<file path="config.mk">
export PLATFORM = sky130hd
export DESIGN_NAME = fetch_unit
export DESIGN_NICKNAME = d
export VERILOG_FILES = /design/src/rtl/fetch_unit.sv
export SDC_FILE = /design/constraint.sdc
export NUM_CORES = 1
export LEC_CHECK = 0
export BUFFER_PORTS_ARGS = -buffer_cell sky130_fd_sc_hd__buf_2
export CORE_UTILIZATION = 30
export CTS_CLUSTER_SIZE = 40
export DETAILED_ROUTE_END_ITERATION = 10
export SYNTH_ARGS = -nofsm -noshare
export SYNTH_HDL_FRONTEND = slang
export SYNTH_SLANG_ARGS = --single-unit
</file>
<file path="constraint.sdc">
create_clock -name clk -period 3.85 [get_ports clk]
set_clock_uncertainty 0.05 [all_clocks]
set_input_delay 0.5775 -clock clk [delete_from_list [all_inputs] [get_ports clk]]
set_output_delay 0.5775 -clock clk [all_outputs]
set_load 0.005 [all_outputs]
</file>
<file path="src/rtl/fetch_unit.sv">
// Instruction fetch stage: PC ownership, single-outstanding imem requests,
// IF/ID register with immediate-format pre-decode, stall/redirect handling.
module fetch_unit #(
    parameter logic [31:0] RESET_PC = 32'h0000_0000
) (
    input  logic        clk,
    input  logic        rst_n,
    output logic        imem_req_valid,
    input  logic        imem_req_ready,
    output logic [31:0] imem_addr,
    input  logic        imem_rsp_valid,
    input  logic [31:0] imem_rsp_data,
    input  logic        stall,
    input  logic        redirect_valid,
    input  logic [31:0] redirect_pc,
    output logic        id_valid,
    output logic [31:0] id_instr,
    output logic [31:0] id_pc,
    output logic [31:0] id_pc_plus4,
    output logic [2:0]  id_imm_ctrl
);

    typedef enum logic [1:0] {REQ, WAIT, HOLD} state_t;

    state_t      state, state_n;
    logic [31:0] pc, pc_n;
    logic [31:0] inflight_pc, inflight_n;
    logic        drop, drop_n;
    logic [31:0] hold_instr, hold_pc;
    logic        load, load_hold, hold_wr;
    logic        id_free;
    logic [31:0] ld_instr, ld_pc;

    // Immediate format from the major opcode; unknown opcodes fall back to I.
    function automatic logic [2:0] imm_fmt(input logic [31:0] instr);
        case (instr[6:0])
            7'b0100011:             imm_fmt = 3'd1;
            7'b1100011:             imm_fmt = 3'd2;
            7'b1101111:             imm_fmt = 3'd3;
            7'b0110111, 7'b0010111: imm_fmt = 3'd4;
            default:                imm_fmt = 3'd0;
        endcase
    endfunction

    // Request only in REQ; gated by reset so nothing is offered while held in reset.
    assign imem_req_valid = rst_n && (state == REQ);
    assign imem_addr      = pc;

    assign id_free  = !id_valid || !stall;
    assign ld_instr = load_hold ? hold_instr : imem_rsp_data;
    assign ld_pc    = load_hold ? hold_pc    : inflight_pc;

    // Next-state, PC and IF/ID load control; redirect overrides everything else.
    always_comb begin
        state_n    = state;
        pc_n       = pc;
        inflight_n = inflight_pc;
        drop_n     = drop;
        load       = 1'b0;
        load_hold  = 1'b0;
        hold_wr    = 1'b0;
        case (state)
            REQ: begin
                if (imem_req_ready) begin
                    state_n    = WAIT;
                    inflight_n = pc;
                end
            end
            WAIT: begin
                if (imem_rsp_valid) begin
                    state_n = REQ;
                    if (drop) begin
                        drop_n = 1'b0;
                    end else begin
                        pc_n = inflight_pc + 32'd4;
                        if (id_free) begin
                            load = 1'b1;
                        end else begin
                            hold_wr = 1'b1;
                            state_n = HOLD;
                        end
                    end
                end
            end
            HOLD: begin
                if (!stall) begin
                    load      = 1'b1;
                    load_hold = 1'b1;
                    state_n   = REQ;
                end
            end
            default: state_n = REQ;
        endcase
        if (redirect_valid) begin
            pc_n    = {redirect_pc[31:2], 2'b00};
            load    = 1'b0;
            hold_wr = 1'b0;
            case (state)
                // A request accepted this cycle is stale: its response must be dropped.
                REQ:  drop_n = imem_req_ready;
                WAIT: begin
                    state_n = imem_rsp_valid ? REQ : WAIT;
                    drop_n  = !imem_rsp_valid;
                end
                default: begin
                    state_n = REQ;
                    drop_n  = 1'b0;
                end
            endcase
        end
    end

    // FSM, PC and in-flight tracking registers.
    always_ff @(posedge clk or negedge rst_n) begin
        if (!rst_n) begin
            state       <= REQ;
            pc          <= RESET_PC;
            inflight_pc <= RESET_PC;
            drop        <= 1'b0;
        end else begin
            state       <= state_n;
            pc          <= pc_n;
            inflight_pc <= inflight_n;
            drop        <= drop_n;
        end
    end

    // Hold buffer: parks a returned word while decode is stalled on a live one.
    always_ff @(posedge clk or negedge rst_n) begin
        if (!rst_n) begin
            hold_instr <= 32'h0000_0013;
            hold_pc    <= 32'h0;
        end else if (hold_wr) begin
            hold_instr <= imem_rsp_data;
            hold_pc    <= inflight_pc;
        end
    end

    // IF/ID register: load, hold on stall, or bubble; redirect kills it.
    always_ff @(posedge clk or negedge rst_n) begin
        if (!rst_n) begin
            id_valid    <= 1'b0;
            id_instr    <= 32'h0000_0013;
            id_pc       <= 32'h0;
            id_pc_plus4 <= 32'h0;
            id_imm_ctrl <= 3'd0;
        end else if (redirect_valid) begin
            id_valid <= 1'b0;
        end else if (load) begin
            id_valid    <= 1'b1;
            id_instr    <= ld_instr;
            id_pc       <= ld_pc;
            id_pc_plus4 <= ld_pc + 32'd4;
            id_imm_ctrl <= imm_fmt(ld_instr);
        end else if (!stall) begin
            id_valid <= 1'b0;
        end
    end

endmodule

</file>
# Word-level counts from Yosys, hierarchy flattened

Index checks and enable logic that the tools add are counted.

Logic and storage cells: 71
Output and inout bits: 133
Input port bits: 70
Bits in registers: 231

Bitwise operators: 1
Equal/unequal tests: 9
$add $sub $neg: 2
Multiplexer cells: 35
Reductions and logical operators: 13

Operators with widths:

| operator              | number |
|---|---|
| $mux 32               | 6 |
| $add 32x3->32 const B | 2 |
| $mux 1                | 18 |
| $eq 7x6->1 const B    | 2 |
| $eq 7x7->1 const B    | 2 |
| $mux 2                | 6 |
| $pmux 3 s4            | 1 |
| $eq 7x5->1 const B    | 1 |
| $pmux 2 s3            | 1 |
| $reduce_and 2->1      | 3 |
| $pmux 1 s2            | 2 |
| $pmux 2 s2            | 1 |
| $reduce_bool 2->1     | 2 |
| $logic_not 1->1       | 3 |
| $ne 3x1->1 const B    | 1 |
| $reduce_and 3->1      | 1 |
| $eq 2x1->1 const B    | 1 |
| $eq 2x2->1 const B    | 1 |
| $logic_not 2->1       | 1 |
| $ne 2x2->1 const B    | 1 |
| $reduce_or 2->1       | 1 |
| $logic_and 1x1->1     | 1 |
| $logic_or 1x1->1      | 1 |
| $not 1->1             | 1 |

# Depth between registers and ports, before layout

Depth in word-level cells: 9
Depth in mapped cells: 15
Depth with buffers taken out: 10

# Worst setup path after synthesis

No wires, ideal clock.

Path kind: reg-to-reg
From: register state[0]
To: register id_pc_plus4[26]
Path buffers: 5
Slack: 811 ps
Cell stages (with the launch flop): 16
Data required time: 3674 ps
Data arrival time: 2863 ps
Path through: dfrtp_1 -> inv_1 -> ha_1 -> nor2b_2 -> buf_6 -> buf_6 -> buf_6 -> buf_2 -> buf_1 -> nand2_1 -> nand2_1 -> ha_1 -> nand4_1 -> nor4_2 -> nor2_1 -> a221o_1

Longest elaborated chain between the ends: 4

Ends and longest elaborated chain:

| element                | RTL line | source |
|---|---|---|
| from (decl)            | 25       | `state_t state, state_n;` |
| from (signal assigned) | 121      | `state <= state_n;` |
| $eq 2x2->1             | 62       | `case (state)` |
| $mux 1                 | 62       |  |
| $mux 32                | 51       | `assign ld_pc = load_hold ? hold_pc : inflight_pc;` |
| named net ld_pc[3]     | 32       | `logic [31:0] ld_instr, ld_pc;` |
| $add 32x3->32          | 153      | `id_pc_plus4 <= ld_pc + 32'd4;` |
| to (signal assigned)   | 153      |  |
| to (decl)              | 19       | `output logic [31:0] id_pc_plus4,` |

The timed path passes the listed nets, and every way through them passes these cells.
A chain may end at the register's enable or synchronous reset.

# Worst setup path after layout

From: register state[0]
To: register id_pc_plus4[25]

Longest elaborated chain between the ends: 4

Ends and longest elaborated chain:

| element                                                  | RTL line |
|---|---|
| $eq 2x2->1 / $eq 2x1->1 (equally long branches)          | 62 |
| $mux 1 / $pmux 1 s2 (equally long branches)              | 62 |
| $mux 32 / $mux 1 (equally long branches)                 | 51, 94 |
| $add 32x3->32 / $reduce_and 2->1 (equally long branches) | n/a |

Parallel ways exist; a longest one is shown, timed or not.

==> flow_summary.html <==
<table>
<tr><th>Metric</th><th>Value</th></tr>
<tr><th colspan="2">Placement</th></tr>
<tr><td>Number of buffers added on ports</td><td>200</td></tr>
<tr><td>Post-Place Cells</td><td>1,711</td></tr>
<tr><td>Placer's final routability congestion estimate</td><td>0.866</td></tr>
<tr><td>Instance area at placement</td><td>12,700 µm²</td></tr>
<tr><td>Detailed-placement wirelength estimate</td><td>22,800 µm</td></tr>
<tr><td>Minimum setup slack after placement</td><td>0.672 ns</td></tr>
<tr><th colspan="2">Logic synthesis</th></tr>
<tr><td>Cell types occupying the most area after synthesis</td><td>sky130_fd_sc_hd__dfrtp_1 (50%), sky130_fd_sc_hd__mux2_2 (10%), sky130_fd_sc_hd__nand2_1 (7.8%)</td></tr>
<tr><td>Multiplexer share of the synthesized area</td><td>0.149</td></tr>
<tr><td>Mean instance size in the synthesized netlist</td><td>10.2 µm²</td></tr>
<tr><td>Post-synthesis net count</td><td>1,175</td></tr>
<tr><td>Share of Yosys cell area claimed by the top area cell type</td><td>0.499</td></tr>
<tr><td>Cell accounting for the most synthesized area</td><td>sky130_fd_sc_hd__dfrtp_1</td></tr>
<tr><td>Library cells used by synthesis</td><td>64</td></tr>
<tr><td>Number of enable flip-flop cells after synthesis</td><td>0</td></tr>
<tr><td>Cell Area, Synth</td><td>11,200 µm²</td></tr>
<tr><td>Share of synthesized area occupied by flip-flops and latches</td><td>0.513</td></tr>
<tr><td>Adder and majority cell fraction of the synthesized area</td><td>0.00671</td></tr>
<tr><td>Count of mapped cells out of synthesis</td><td>1,099</td></tr>
<tr><td>Simple-gate area share of the yosys netlist</td><td>0.171</td></tr>
<tr><td>Total of warnings raised by yosys</td><td>0</td></tr>
<tr><td>Synth Register Bits</td><td>229</td></tr>
<tr><td>Most frequently used flop master after synthesis</td><td>sky130_fd_sc_hd__dfrtp_1</td></tr>
<tr><td>Post-synthesis xor/xnor area fraction</td><td>0.0352</td></tr>
<tr><td>Fraction of registers with async set or reset after synthesis</td><td>1.00</td></tr>
<tr><td>Compound-Gate Fraction of Synth Area</td><td>0.0900</td></tr>
<tr><td>Dominant combinational cell family by area after synthesis</td><td>simple AND/OR/NAND/NOR gates</td></tr>
<tr><th colspan="2">Setup path</th></tr>
<tr><td>Required arrival time at the worst endpoint</td><td>4.20 ns</td></tr>
<tr><td>Worst Path Class, Setup</td><td>flop to flop</td></tr>
<tr><td>Element type at the critical path end</td><td>flop</td></tr>
<tr><td>Biggest fanout along the worst timing path</td><td>41</td></tr>
<tr><td>Worst Setup Start Kind</td><td>flop</td></tr>
<tr><td>WP data arrival</td><td>3.61 ns</td></tr>
<tr><th colspan="2">Global routing</th></tr>
<tr><td>Number of global-route vias before repair</td><td>8,571</td></tr>
<tr><td>Total congestion overflow after global routing</td><td>0</td></tr>
<tr><td>Initial antenna violation count</td><td>1</td></tr>
<tr><td>Pin count of the biggest net entering global routing</td><td>150</td></tr>
<tr><td>Wire length of the first global-routing pass</td><td>49,900 µm</td></tr>
<tr><td>Overall Global Routing Usage</td><td>0.166</td></tr>
<tr><th colspan="2">STA</th></tr>
<tr><td>Max-slew headroom at the worst pin</td><td>0.471</td></tr>
<tr><td>Setup WS post-layout</td><td>0.589 ns</td></tr>
<tr><td>Tcrit/Tclk final</td><td>0.847</td></tr>
<tr><td>Slew at the pin closest to its max-slew limit</td><td>0.794 ns</td></tr>
<tr><td>Min Clock Period, post-route</td><td>3.26 ns</td></tr>
<tr><td>Number of max-slew violations in the final report</td><td>0</td></tr>
<tr><td>Maximum clock rate</td><td>307 MHz</td></tr>
<tr><td>Fin Setup TNS</td><td>0 ns</td></tr>
<tr><td>Final Setup Violations</td><td>0</td></tr>
<tr><td>RSZ-0062 raised after global routing</td><td>no</td></tr>
<tr><td>Count of endpoints failing hold in the final timing report</td><td>0</td></tr>
<tr><th colspan="2">Die</th></tr>
<tr><td>IO Count</td><td>203</td></tr>
<tr><td>Core Rows</td><td>70</td></tr>
<tr><td>Area inside the core boundary</td><td>36,700 µm²</td></tr>
<tr><td>Floorplan die width</td><td>195 µm</td></tr>
<tr><td>Starting Density</td><td>0.305</td></tr>
<tr><td>Area of the die</td><td>38,100 µm²</td></tr>
<tr><td>Height of the chip</td><td>195 µm</td></tr>
<tr><th colspan="2">Clock network</th></tr>
<tr><td>Cts bufs inserted</td><td>27</td></tr>
<tr><td>Clock-pin slew reported for the worst setup and hold paths after clock tree synthesis</td><td>0.06 ns</td></tr>
<tr><td>Clock latency at the later pin of the worst-skew pair</td><td>0.55 ns</td></tr>
<tr><td># H-tree levels</td><td>1</td></tr>
<tr><td>Number of clock sinks seen by CTS</td><td>229</td></tr>
<tr><td>Clock buffer depth</td><td>3</td></tr>
<tr><td>Count of cells resized by post-cts repair</td><td>0</td></tr>
<tr><td>Root buffer cell</td><td>sky130_fd_sc_hd__clkbuf_16</td></tr>
<tr><td>Clock tree from TritonCTS</td><td>yes</td></tr>
<tr><th colspan="2">Power and ir drop</th></tr>
<tr><td>Pwr/cell area</td><td>682 nW/µm²</td></tr>
<tr><td>Standby leakage power</td><td>0.00627 µW</td></tr>
<tr><td>Max VDD drop</td><td>0.275 mV</td></tr>
<tr><th colspan="2">Min path</th></tr>
<tr><td>Class of the most critical hold timing path</td><td>primary input to flop</td></tr>
<tr><th colspan="2">Cells and area</th></tr>
<tr><td>Final Cell Area</td><td>13,600 µm²</td></tr>
<tr><td>Fraction of final layout cells with drive strength greater than 1</td><td>0.310</td></tr>
<tr><td>Commonest cells after routing, fill and taps aside</td><td>sky130_fd_sc_hd__nand2_1 (232), sky130_fd_sc_hd__dfrtp_1 (223), sky130_fd_sc_hd__buf_2 (199), sky130_fd_sc_hd__mux2_2 (101), sky130_fd_sc_hd__o21ai_0 (69)</td></tr>
<tr><td>Count of placed standard cells in the final layout, fillers left out</td><td>1,763</td></tr>
<tr><td>Leading cell type in the layout, fill and taps excluded</td><td>sky130_fd_sc_hd__nand2_1</td></tr>
<tr><td>Final nets</td><td>1,349</td></tr>
<tr><td>Layout-stage area growth over the synthesis result</td><td>21.1%</td></tr>
<tr><th colspan="2">Detailed routing</th></tr>
<tr><td>Routed wirelength normalized by instance count</td><td>18.0 µm</td></tr>
<tr><td>WL final</td><td>31,700 µm</td></tr>
<tr><td>Via density per instance</td><td>4.92</td></tr>
<tr><td>Vias post-DR</td><td>8,671</td></tr>
<tr><td>Remaining routing DRC violations</td><td>0</td></tr>
<tr><td>Drt pass-1 iters</td><td>5</td></tr>
<tr><td>Detail Route Antenna Nets</td><td>0</td></tr>
<tr><td>Starting DRC count in detailed routing</td><td>444</td></tr>
<tr><th colspan="2">Outcome</th></tr>
<tr><td>Status</td><td>completed</td></tr>
<tr><th colspan="2">Run</th></tr>
<tr><td>Number of maximum-capacitance violations</td><td>0</td></tr>
</table>
==> worst paths after layout <==
check / start / end / slack [ns] / cells past startpoint
min in group asynchronous: rst_n / hold_instr[13] / 0.44 / 2
max: state[0] / id_pc_plus4[25] / 0.59 / 9
max in group asynchronous: rst_n / hold_instr[27] / 2.25 / 3
max reg2reg: state[0] / id_pc_plus4[25] / 0.59 / 9
min reg2reg: id_imm_ctrl[0] / id_imm_ctrl[0] / 0.42 / 2
min: redirect_pc[25] / imem_addr[25] / 0.19 / 2
==> worst max-delay path: stages (launching register included) <==
cell	delay, ns
sky130_fd_sc_hd__dfrtp_1	0.40
sky130_fd_sc_hd__inv_1	0.12
sky130_fd_sc_hd__ha_1	0.25
sky130_fd_sc_hd__nor2b_4	0.44
sky130_fd_sc_hd__buf_12	0.31
sky130_fd_sc_hd__mux2i_1	0.53
sky130_fd_sc_hd__nand4_1	0.27
sky130_fd_sc_hd__nor4_4	0.38
sky130_fd_sc_hd__mux2i_1	0.24
sky130_fd_sc_hd__o311ai_1	0.11
==> sequential cells by signal, indices dropped and copies added, names as in the netlist <==
register and count:
inflight_pc 32, hold_pc 32, imem_addr 32, id_pc_plus4 30, id_instr 32, id_valid 1, id_pc 32, id_imm_ctrl 3
drop 1, state 2, hold_instr 32
==> report_power, final <==
| part | internal (µW) | switching, µW | total (µW) |
|---|---|---|---|
| combinational | 1250 | 1430 | 2690 |
| clock | 1500 | 1030 | 2540 |
| sequential | 3190 | 834 | 4020 |
==> cells in the mapped netlist (all sizes together) (6+ instances only) <==
cell type,instances
a21oi,29
a31oi,34
and3,11
buf,49
clkbuf,27
dfrtp,223
dfstp,6
ha,6
inv,8
mux2,103
mux2i,48
nand2,232
nand3,38
nand4,15
nor2,69
nor3,14
nor3b,8
nor4,10
o21ai,72
xnor2,24
xor2,21
==> cell families after synthesis <==
group,count (synthesis)
xor gates and xnor gates,45
and+or+nand+nor,419
adders and majority gates,6
AOI/OAI and AO/OA,165
muxes,151
buffers and inverters,84
DFF,229
==> per-stage QoR <==
stage	hold WS [ns]	power [µW]	util
detailed placement	0.406	6780	0.345
finish	0.188	9250	0.370
CTS	0.167	9350	0.369
global route	0.172	9840	0.370
floorplan	0.232	5410	-
global placement	0.400	6690	0.345
==> timing repair <==
action	in CTS	in global routing
hold buffers	1	0
setup endpoints to repair	0	0
endpoints found under the hold margin	26	0
setup buffers	0	0
==> layout make-up <==
| type | instances | area, µm² |
|---|---|---|
| Antenna cell | 1 | 2.50 |
| Clock buffer | 37 | 793 |
| Clock inverter | 13 | 98.8 |
| Fill cell | 3693 | 23100 |
| Inverter | 8 | 30.0 |
| Multi-Input combinational cell | 786 | 5080 |
| Sequential cell | 229 | 5740 |
| Tap cell | 468 | 586 |
| Timing Repair Buffer | 221 | 1230 |
==> routing by layer <==
layer  GRT usage  wire length (µm)  part of all wire
met1       0.253             15800              0.50
met2       0.240             13400              0.42
met3      0.0254              1870             0.059
met4      0.0440               631             0.020
met5           0                 0                 0
Power figures use the tool's default switching activity.
